### src/rtl/mem_port_arbiter_if.sv
// Shared RAM port bundle: CPU and debug requesters, RAM macro side, status.
// The arbiter takes the slave view; the requesters/RAM side take master.
interface mem_port_arbiter_if #(
  parameter int ADDR_W = 8,
  parameter int DATA_W = 8,
  parameter int CNT_W  = 8
);
  logic              cpu_req;
  logic              cpu_we;
  logic [ADDR_W-1:0] cpu_addr;
  logic [DATA_W-1:0] cpu_wdata;
  logic              cpu_gnt;
  logic              cpu_rvalid;
  logic              cpu_hold;

  logic              dbg_req;
  logic              dbg_we;
  logic [ADDR_W-1:0] dbg_addr;
  logic [DATA_W-1:0] dbg_wdata;
  logic              dbg_gnt;
  logic              dbg_rvalid;
  logic              dbg_lock;
  logic              locked;

  logic [DATA_W-1:0] rdata;

  logic              ram_en;
  logic              ram_we;
  logic [ADDR_W-1:0] ram_addr;
  logic [DATA_W-1:0] ram_wdata;
  logic [DATA_W-1:0] ram_rdata;

  logic [CNT_W-1:0]  cpu_cnt;
  logic [CNT_W-1:0]  dbg_cnt;

  modport slave (
    input  cpu_req, cpu_we, cpu_addr, cpu_wdata,
    output cpu_gnt, cpu_rvalid, cpu_hold,
    input  dbg_req, dbg_we, dbg_addr, dbg_wdata,
    output dbg_gnt, dbg_rvalid,
    input  dbg_lock,
    output locked, rdata,
    output ram_en, ram_we, ram_addr, ram_wdata,
    input  ram_rdata,
    output cpu_cnt, dbg_cnt
  );

  modport master (
    output cpu_req, cpu_we, cpu_addr, cpu_wdata,
    input  cpu_gnt, cpu_rvalid, cpu_hold,
    output dbg_req, dbg_we, dbg_addr, dbg_wdata,
    input  dbg_gnt, dbg_rvalid,
    output dbg_lock,
    input  locked, rdata,
    input  ram_en, ram_we, ram_addr, ram_wdata,
    output ram_rdata,
    input  cpu_cnt, dbg_cnt
  );
endinterface

### src/rtl/mem_port_arbiter.sv
// Two-port RAM arbiter: round-robin CPU/debug access with a debug lock
// that freezes the CPU out while a program image is loaded.
module mem_port_arbiter #(
  parameter int ADDR_W = 8,
  parameter int DATA_W = 8,
  parameter int CNT_W  = 8
) (
  input  logic clk,
  input  logic reset,
  mem_port_arbiter_if.slave bus
);

  typedef enum logic {
    ARB    = 1'b0,
    LOCKED = 1'b1
  } state_t;

  state_t            state_q;
  state_t            state_d;
  logic              last_q;
  logic              cpu_gnt;
  logic              dbg_gnt;
  logic              cpu_rv_q;
  logic              dbg_rv_q;
  logic [CNT_W-1:0]  cpu_cnt_q;
  logic [CNT_W-1:0]  dbg_cnt_q;
  logic              we_mux;
  logic [ADDR_W-1:0] addr_mux;
  logic [DATA_W-1:0] wdata_mux;

  // last_q: 1 = debug was granted most recently
  always_ff @(posedge clk) begin
    if (reset) begin
      state_q   <= ARB;
      last_q    <= 1'b1;
      cpu_rv_q  <= 1'b0;
      dbg_rv_q  <= 1'b0;
      cpu_cnt_q <= '0;
      dbg_cnt_q <= '0;
    end else begin
      state_q  <= state_d;
      cpu_rv_q <= cpu_gnt & ~bus.cpu_we;
      dbg_rv_q <= dbg_gnt & ~bus.dbg_we;
      if (state_q == ARB && (cpu_gnt | dbg_gnt))
        last_q <= dbg_gnt;
      if (cpu_gnt)
        cpu_cnt_q <= cpu_cnt_q + 1'b1;
      if (dbg_gnt)
        dbg_cnt_q <= dbg_cnt_q + 1'b1;
    end
  end

  always_comb begin
    state_d = state_q;
    cpu_gnt = 1'b0;
    dbg_gnt = 1'b0;
    unique case (state_q)
      ARB: begin
        state_d = bus.dbg_lock ? LOCKED : ARB;
        if (bus.cpu_req && bus.dbg_req) begin
          cpu_gnt = last_q;
          dbg_gnt = ~last_q;
        end else begin
          cpu_gnt = bus.cpu_req;
          dbg_gnt = bus.dbg_req;
        end
      end
      LOCKED: begin
        state_d = bus.dbg_lock ? LOCKED : ARB;
        dbg_gnt = bus.dbg_req;
      end
      default: state_d = ARB;
    endcase
    if (reset) begin
      cpu_gnt = 1'b0;
      dbg_gnt = 1'b0;
    end
  end

  always_comb begin
    we_mux    = 1'b0;
    addr_mux  = '0;
    wdata_mux = '0;
    unique case (1'b1)
      cpu_gnt: begin
        we_mux    = bus.cpu_we;
        addr_mux  = bus.cpu_addr;
        wdata_mux = bus.cpu_wdata;
      end
      dbg_gnt: begin
        we_mux    = bus.dbg_we;
        addr_mux  = bus.dbg_addr;
        wdata_mux = bus.dbg_wdata;
      end
      default: ;
    endcase
  end

  assign bus.cpu_gnt    = cpu_gnt;
  assign bus.dbg_gnt    = dbg_gnt;
  assign bus.cpu_hold   = bus.cpu_req & ~cpu_gnt;
  assign bus.cpu_rvalid = cpu_rv_q;
  assign bus.dbg_rvalid = dbg_rv_q;
  assign bus.locked     = (state_q == LOCKED);
  assign bus.rdata      = bus.ram_rdata;
  assign bus.ram_en     = cpu_gnt | dbg_gnt;
  assign bus.ram_we     = we_mux;
  assign bus.ram_addr   = addr_mux;
  assign bus.ram_wdata  = wdata_mux;
  assign bus.cpu_cnt    = cpu_cnt_q;
  assign bus.dbg_cnt    = dbg_cnt_q;

endmodule

### src/flat_wrapper.sv
// flat-port wrapper written by rule: the top's interface ports become plain ports
module mem_port_arbiter_flat 
#(
  parameter int ADDR_W = 8,
  parameter int DATA_W = 8,
  parameter int CNT_W  = 8
)
  (clk, reset, bus_cpu_req, bus_cpu_we, bus_cpu_addr, bus_cpu_wdata, bus_cpu_gnt, bus_cpu_rvalid, bus_cpu_hold, bus_dbg_req, bus_dbg_we, bus_dbg_addr, bus_dbg_wdata, bus_dbg_gnt, bus_dbg_rvalid, bus_dbg_lock, bus_locked, bus_rdata, bus_ram_en, bus_ram_we, bus_ram_addr, bus_ram_wdata, bus_ram_rdata, bus_cpu_cnt, bus_dbg_cnt);
  mem_port_arbiter_if #(.ADDR_W(ADDR_W), .DATA_W(DATA_W), .CNT_W(CNT_W)) bus_i ();
  input  logic clk;
  input  logic reset;
  input wire logic [$bits(bus_i.cpu_req)-1:0] bus_cpu_req;
  input wire logic [$bits(bus_i.cpu_we)-1:0] bus_cpu_we;
  input wire logic [$bits(bus_i.cpu_addr)-1:0] bus_cpu_addr;
  input wire logic [$bits(bus_i.cpu_wdata)-1:0] bus_cpu_wdata;
  output wire logic [$bits(bus_i.cpu_gnt)-1:0] bus_cpu_gnt;
  output wire logic [$bits(bus_i.cpu_rvalid)-1:0] bus_cpu_rvalid;
  output wire logic [$bits(bus_i.cpu_hold)-1:0] bus_cpu_hold;
  input wire logic [$bits(bus_i.dbg_req)-1:0] bus_dbg_req;
  input wire logic [$bits(bus_i.dbg_we)-1:0] bus_dbg_we;
  input wire logic [$bits(bus_i.dbg_addr)-1:0] bus_dbg_addr;
  input wire logic [$bits(bus_i.dbg_wdata)-1:0] bus_dbg_wdata;
  output wire logic [$bits(bus_i.dbg_gnt)-1:0] bus_dbg_gnt;
  output wire logic [$bits(bus_i.dbg_rvalid)-1:0] bus_dbg_rvalid;
  input wire logic [$bits(bus_i.dbg_lock)-1:0] bus_dbg_lock;
  output wire logic [$bits(bus_i.locked)-1:0] bus_locked;
  output wire logic [$bits(bus_i.rdata)-1:0] bus_rdata;
  output wire logic [$bits(bus_i.ram_en)-1:0] bus_ram_en;
  output wire logic [$bits(bus_i.ram_we)-1:0] bus_ram_we;
  output wire logic [$bits(bus_i.ram_addr)-1:0] bus_ram_addr;
  output wire logic [$bits(bus_i.ram_wdata)-1:0] bus_ram_wdata;
  input wire logic [$bits(bus_i.ram_rdata)-1:0] bus_ram_rdata;
  output wire logic [$bits(bus_i.cpu_cnt)-1:0] bus_cpu_cnt;
  output wire logic [$bits(bus_i.dbg_cnt)-1:0] bus_dbg_cnt;
  assign bus_i.cpu_req = bus_cpu_req;
  assign bus_i.cpu_we = bus_cpu_we;
  assign bus_i.cpu_addr = bus_cpu_addr;
  assign bus_i.cpu_wdata = bus_cpu_wdata;
  assign bus_cpu_gnt = bus_i.cpu_gnt;
  assign bus_cpu_rvalid = bus_i.cpu_rvalid;
  assign bus_cpu_hold = bus_i.cpu_hold;
  assign bus_i.dbg_req = bus_dbg_req;
  assign bus_i.dbg_we = bus_dbg_we;
  assign bus_i.dbg_addr = bus_dbg_addr;
  assign bus_i.dbg_wdata = bus_dbg_wdata;
  assign bus_dbg_gnt = bus_i.dbg_gnt;
  assign bus_dbg_rvalid = bus_i.dbg_rvalid;
  assign bus_i.dbg_lock = bus_dbg_lock;
  assign bus_locked = bus_i.locked;
  assign bus_rdata = bus_i.rdata;
  assign bus_ram_en = bus_i.ram_en;
  assign bus_ram_we = bus_i.ram_we;
  assign bus_ram_addr = bus_i.ram_addr;
  assign bus_ram_wdata = bus_i.ram_wdata;
  assign bus_i.ram_rdata = bus_ram_rdata;
  assign bus_cpu_cnt = bus_i.cpu_cnt;
  assign bus_dbg_cnt = bus_i.dbg_cnt;
  mem_port_arbiter #(.ADDR_W(ADDR_W), .DATA_W(DATA_W), .CNT_W(CNT_W)) u_core (.clk(clk), .reset(reset), .bus(bus_i));
endmodule
### config.mk
export PLATFORM = sky130hd
export DESIGN_NAME = mem_port_arbiter_flat
export DESIGN_NICKNAME = d
export VERILOG_FILES = /design/src/rtl/mem_port_arbiter_if.sv /design/src/rtl/mem_port_arbiter.sv /design/src/flat_wrapper.sv
export SDC_FILE = /design/constraint.sdc
export NUM_CORES = 1
export LEC_CHECK = 0
export CORE_MARGIN = 1.5
export CORE_UTILIZATION = 33
export DETAILED_ROUTE_END_ITERATION = 8
export GPL_TIMING_DRIVEN = 0
export PLACE_DENSITY = 0.81
export SLEW_MARGIN = 25
export SYNTH_ARGS = -nofsm -noshare
export SYNTH_HDL_FRONTEND = slang
export SYNTH_SLANG_ARGS = --single-unit
### constraint.sdc
create_clock -name clk -period 2 [get_ports clk]
set_clock_uncertainty 0.15 [all_clocks]
set_input_delay 0.5 -clock clk [delete_from_list [all_inputs] [get_ports clk]]
set_output_delay 0.5 -clock clk [all_outputs]
set_load 0.01 [all_outputs]
==> impl_metrics.csv, run 1 <==
group,metric,value,unit
outcome,status,"finished with violations",
outcome,violations,"negative setup slack",
timing,max_freq,434.3,MHz
clocking,tritoncts,"built",
min_path,hp-class,"primary input to flip-flop",
timing,final.period_utilization,1.151,
critical_path,worst-path-max-fanout,4,
die,core,0.003390,mm²
critical_path,crit_arrival,1650,ps
detailed_routing,vias,1361,
placement,numPortBuffers,86,
die,rows,21,
cells_and_area,area_growth,97.89,%
detailed_routing,vias_per_cell,4.709,
yosys,synth_seq_cells,20,
cells_and_area,final_nets,293,
critical_path,cp_slowest_cell,"dfxtp_2",
clocking,clk_path_buf_depth,2,
grt,grt_overflow,0,
critical_path,critPathLaunchType,"flip-flop",
yosys,yosysUniqueCellTypes,34,
clocking,clkTransAtPathRegs,120,ps
critical_path,crit_path_frequent_cell,"buf_6",
clocking,cts_made_buffers,3,
grt,antenna_found_initial,0,
timing,holdWs,346.9,ps
grt,grt_start_max_net_pins,13,
critical_path,worstSetupEndpointType,"primary output",
placement,dpl.hpwl,2.742,mm
yosys,yosysWarnings,0,
critical_path,crit_chain,"nand2b_4 > nor3_4 > buf_6 > buf_6 > buf_6 > a22o_1 > buf_2",
timing,final-hold-violation-count,0,
detailed_routing,drtAntennaViolNets,0,
timing,tightest_slew,454.9,ps
power,vdd_ir_drop_max,0.3932,mV
detailed_routing,routed_wl,4.125,mm
detailed_routing,wl_per_cell,14.27,µm
die,dieArea,0.003955,mm²
grt,grt_first_pass_wirelength,6.327,mm
critical_path,slowest_delay,350,ps
die,io_pins,95,
timing,slew_viol_final,0,
critical_path,crit_buf_inv,4,
timing,min_period,2302,ps
cells_and_area,drive_gt1_frac,0.3169,
die,die_w,62.89,µm
power,finalPower,0.001100,W
timing,slew_headroom,0.6967,
detailed_routing,first_pass_iters,4,
detailed_routing,drt_iter0_markers,39,
placement,gp_congestion,0.7082,
clocking,h-tree-depth,1,
power,power_density,469.8,mW/mm²
timing,rsz0062_at_grt,"yes",
yosys,synth_nets,179,
critical_path,crit_type,"flip-flop to primary output",
timing,fin_ws,-302.4,ps
yosys,syn-mean-instance-area,9.105,µm²
yosys,yosysSeqAreaShare,0.3383,
clocking,hold_buffers,0,
die,die_h,62.89,µm
cells_and_area,insertedDiodeCount,0,
grt,grtUsageTotal,0.1995,
clocking,cts_sinks,20,
grt,grt_pass1_vias,1299,
detailed_routing,route.detailed.drc,0,
job,drv_cap,0,
yosys,syn_area,0.001184,mm²
timing,setup_violations,21,
critical_path,critPathTopFamily,"buffers and inverters",
die,initial_core_util,0.3492,
yosys,syn_inst,130,
clocking,clockRootBuffer,"clkbuf_4",
power,p_leak,1.013,nW
critical_path,required,1350,ps
clocking,worstSkewPairLatency,300,ps
[worst reg2reg max path, stage by stage, from the launching register on]
cell and delay [ps]:
dfxtp_2 360, buf_6 90, and3b_4 200, buf_4 130
buf_4 140, nor4_4 280, nand3_1 140, mux2i_1 130
[sequential cells by signal (all words and copies together), names as in the netlist]
register	flops
u_core.bus.cpu_rvalid	1
u_core.last_q	1
u_core.bus.dbg_rvalid	1
u_core.bus.dbg_cnt	8
u_core.bus.cpu_cnt	8
u_core.bus.locked	1
[synthesized netlist by cell type]
cell type,number,area share
a21o_1,1,0.0063
a21oi_1,2,0.0085
a221o_1,1,0.0085
a22o_1,17,0.13
and2_1,1,0.0053
and3_1,1,0.0053
and3b_4,1,0.011
and4_1,1,0.0074
buf_2,4,0.017
buf_4,9,0.057
buf_6,1,0.0095
clkbuf_1,2,0.0063
dfxtp_1,20,0.34
ha_1,2,0.021
inv_1,3,0.0095
mux2_4,1,0.013
mux2i_1,3,0.025
nand2_1,5,0.016
nand2b_1,6,0.032
nand2b_4,1,0.012
nand3_1,7,0.030
nand3b_1,1,0.0063
nand4_1,1,0.0053
nor2_1,12,0.038
nor2_2,1,0.0053
nor2b_1,5,0.026
nor3_1,4,0.017
nor3_2,2,0.017
nor4_1,1,0.0053
nor4_4,2,0.036
o21ai_0,2,0.0085
or2_1,1,0.0053
xnor2_1,7,0.052
xor2_1,2,0.015
[stage by stage]
stage	setup slack [ps]	instances	instance area, µm²	TNS, ps	utilization
3_5_place_dp	-1097	262	2102	-25230	0.6202
5_1_grt	-406.3	289	2342	-6432	0.6910
2_1_floorplan	82.99	130	1184	0	-
3_3_place_gp	-1088	262	2102	-24940	0.6202
4_1_cts	-359.7	287	2325	-5732	0.6859
6_report	-302.4	289	2342	-4689	0.6910
[layer usage]
layer,routed length (µm),share of wire,vias to the layer above,GRT usage
li1,-,-,676,-
met4,35,0.0085,0,0.06667
met1,1699,0.41,620,0.2335
met3,353,0.086,4,0.04685
met5,0,0,-,0
met2,2037,0.49,61,0.3537
[layout make-up]
cell class	count	area [µm²]
plain buffers	14	112.6
clock buffers	3	22.52
clock inverters	1	30.03
fillers	245	1047
inverters	3	11.26
multi-input cells	91	691.9
flip-flops and latches	20	405.4
well taps	46	57.56
repair buffers	111	1011
[cell families after synthesis]
family / share of synthesized area
buffers and inverters: 0.09936
xor gates and xnor gates: 0.06660
and+or+nand+nor: 0.2791
muxes: 0.03805
DFF: 0.3383
adders and majority gates: 0.02114
AOI/OAI and AO/OA: 0.1575
[path summary, 6_finish.rpt]
kind	start	to	slack, ps	depth (start not counted)
worst min-delay path	bus_dbg_req	u_core.bus.dbg_rvalid	350	3
worst max-delay path	u_core.bus.locked	bus_ram_wdata[3]	-300	7
worst max register to register	u_core.bus.locked	u_core.bus.dbg_cnt[6]	280	7
worst min register to register	u_core.bus.dbg_cnt[6]	u_core.bus.dbg_cnt[6]	350	1
[placed cells by master, fill, tap and decap left out, drive strengths merged, types with 2 or more instances in the layout]
cell,count
nor2,13
nor3,6
nand2,5
ha,2
clkbuf,5
nand2b,7
o21ai,2
inv,3
buf,60
nor2b,5
xnor2,7
clkdlybuf4s50,61
dfxtp,20
a22o,17
nor4,3
nand3,7
xor2,2
a21oi,2
mux2i,3
[power breakdown]
part | internal (W) | switching, W
Clock | 0.000202 | 0.000125
Combinational | 0.000220 | 0.000130
Sequential | 0.000410 | 0.0000124
[what timing repair did]
action | in CTS | in global routing
setup endpoints to repair | 21 | 21
resized for setup | 132 | 5
buffers inserted | 18 | 5
gates cloned | 3 | 1
pin swaps | 8 | 17
Note: power is estimated with default switching activity, not from simulation.
==> run 2, diff against run 1 <==
CORE_UTILIZATION = 30   (was 33)
PLACE_DENSITY = 0.75   (was 0.81)
==> impl_metrics.csv, run 2 (synthesized netlist as in run 1, its figures left out) <==
group,metric,value,unit
clocking,tritoncts,"built",
grt,grtUsageTotal,0.1849,
clocking,h-tree-depth,1,
clocking,cts_sinks,20,
timing,final-hold-violation-count,0,
cells_and_area,insertedDiodeCount,0,
cells_and_area,fill_cells,327,
timing,holdWs,345.7,ps
cells_and_area,final_cell_mix,"clkdlybuf4s50_1, buf_6, buf_2",
grt,grt_start_max_net_pins,12,
cells_and_area,stdcell_area,0.002352,mm²
timing,final.period_utilization,1.149,
die,rows,22,
critical_path,crit_arrival,1650,ps
timing,slew_viol_final,0,
power,share_seq_of_total_power,0.387,
detailed_routing,vias,1346,
critical_path,setup.worst_path.end,"bus_ram_we",
timing,min_period,2298,ps
power,power_density,463.0,mW/mm²
cells_and_area,final_nets,293,
detailed_routing,drtAntennaViolNets,0,
critical_path,required,1350,ps
critical_path,r2r_start,"u_core.bus.locked",
die,initial_core_util,0.3185,
detailed_routing,first_pass_iters,4,
cells_and_area,drive_gt1_frac,0.3169,
critical_path,worstSetupEndpointType,"primary output",
power,p_sw,0.0002832,W
timing,setup_violations,20,
timing,rsz0062_at_grt,"yes",
critical_path,crit_type,"primary input to primary output",
detailed_routing,wl_met3,437,µm
timing,max_freq,435.2,MHz
grt,antenna_found_initial,0,
placement,dpl_cell_area,0.002105,mm²
clocking,cts_made_buffers,3,
power,power_switching_share,0.2600,
clocking,worstSkewPairLatency,260,ps
placement,dpl.hpwl,2.769,mm
power,internal-power,0.0008060,W
detailed_routing,wl_met2,1.920,mm
detailed_routing,routed_wl,4.029,mm
clocking,clk_path_buf_depth,2,
job,drv_cap,0,
cells_and_area,multiInputGateArea,691.9,µm²
die,io_pins,95,
die,core,0.003716,mm²
detailed_routing,wl_per_cell,13.85,µm
clocking,clkTransAtPathRegs,70,ps
grt,grt_overflow,0,
detailed_routing,route.detailed.drc,0,
critical_path,reg2reg_to,"u_core.bus.dbg_cnt[6]",
cells_and_area,area_growth,98.73,%
critical_path,r2r_slack,460,ps
detailed_routing,vias_per_cell,4.625,
power,finalPower,0.001089,W
placement,gp_congestion,0.7459,
power,p_leak,1.026,nW
critical_path,r2r_cells,5,
placement,numPortBuffers,86,
outcome,violations,"negative setup slack",
die,die_w,65.81,µm
die,dieArea,0.004331,mm²
power,vdd_ir_drop_max,0.2942,mV
grt,grt_first_pass_wirelength,6.134,mm
critical_path,setup.worst_path.start,"bus_dbg_req",
detailed_routing,top_layer_used,"met4",
timing,slew_headroom,0.6770,
min_path,hp-start,"u_core.bus.dbg_cnt[6]",
detailed_routing,drt_iter0_markers,28,
detailed_routing,met1_length,1.616,mm
outcome,status,"finished with violations",
critical_path,worst-path-max-fanout,4,
critical_path,critPathLaunchType,"primary input",
clocking,clockRootBuffer,"clkbuf_8",
power,clkPwrFrac,0.292,
timing,fin_ws,-297.7,ps
die,die_h,65.81,µm
power,p_comb_frac,0.321,
cells_and_area,seqCellArea,405.4,µm²
timing,tightest_slew,484.5,ps
grt,grt_pass1_vias,1284,
min_path,hp-class,"flip-flop to flip-flop",
cells_and_area,final_common_cell,"clkdlybuf4s50_1",
-- run 2: stage by stage --
step,setup TNS (ps),instances,util,worst slack (ps)
after global placement,-24810,264,0.5663,-1074
final,-4055,291,0.6330,-297.7
after detailed placement,-25320,264,0.5663,-1107
after global routing,-5811,291,0.6330,-374.8
after floorplan,0,130,-,82.99
after CTS,-5178,292,0.6364,-339.0
-- run 2: worst min path at each step --
stage	end	slack, ps	cells after the start
2_1_floorplan	u_core.bus.dbg_cnt[6]	340	1
3_3_place_gp	u_core.bus.dbg_cnt[6]	320	1
3_5_place_dp	u_core.bus.dbg_cnt[6]	330	1
4_1_cts	u_core.bus.dbg_cnt[6]	340	1
5_1_grt	u_core.bus.dbg_cnt[3]	380	1
6_report	u_core.bus.dbg_cnt[6]	350	1
-- run 2: final cells by class --
type / instances / area share
Buffer: 15 / 0.05266
Clock buffer: 4 / 0.02340
Inverter: 3 / 0.004787
Multi-Input combinational cell: 91 / 0.2941
Sequential cell: 20 / 0.1723
Tap cell: 48 / 0.02553
Timing Repair Buffer: 110 / 0.4271
-- run 2: repair_timing --
action / in CTS / in global routing
setup endpoints to repair: 28 / 21
hold buffers: 0 / 0
setup buffers: 21 / 1
gates cloned: 3 / 0
pin swaps: 6 / 6
resized for setup: 132 / 7
-- run 2: power groups by stage --
stage          clock network, W  logic, W  registers (W)
2_1_floorplan                 0  0.000118       0.000433
3_3_place_gp                  0  0.000305       0.000430
3_5_place_dp                  0  0.000308       0.000430
4_1_cts                0.000319  0.000351       0.000422
5_1_grt                0.000344  0.000374       0.000424
6_report               0.000318  0.000350       0.000422
-- run 2: metal layers --
metal	vias to the layer above	GRT usage
li1	680	-
met3	5	0.04940
met5	-	0
met4	0	0.06250
met1	594	0.2084
met2	67	0.3333
-- run 2: critical path, stage by stage --
cell and delay, ps:
buf_8 100, nor2b_4 110, buf_6 110, nor3_4 240, buf_6 150, buf_6 100
buf_6 90, a22o_1 120, buf_2 130
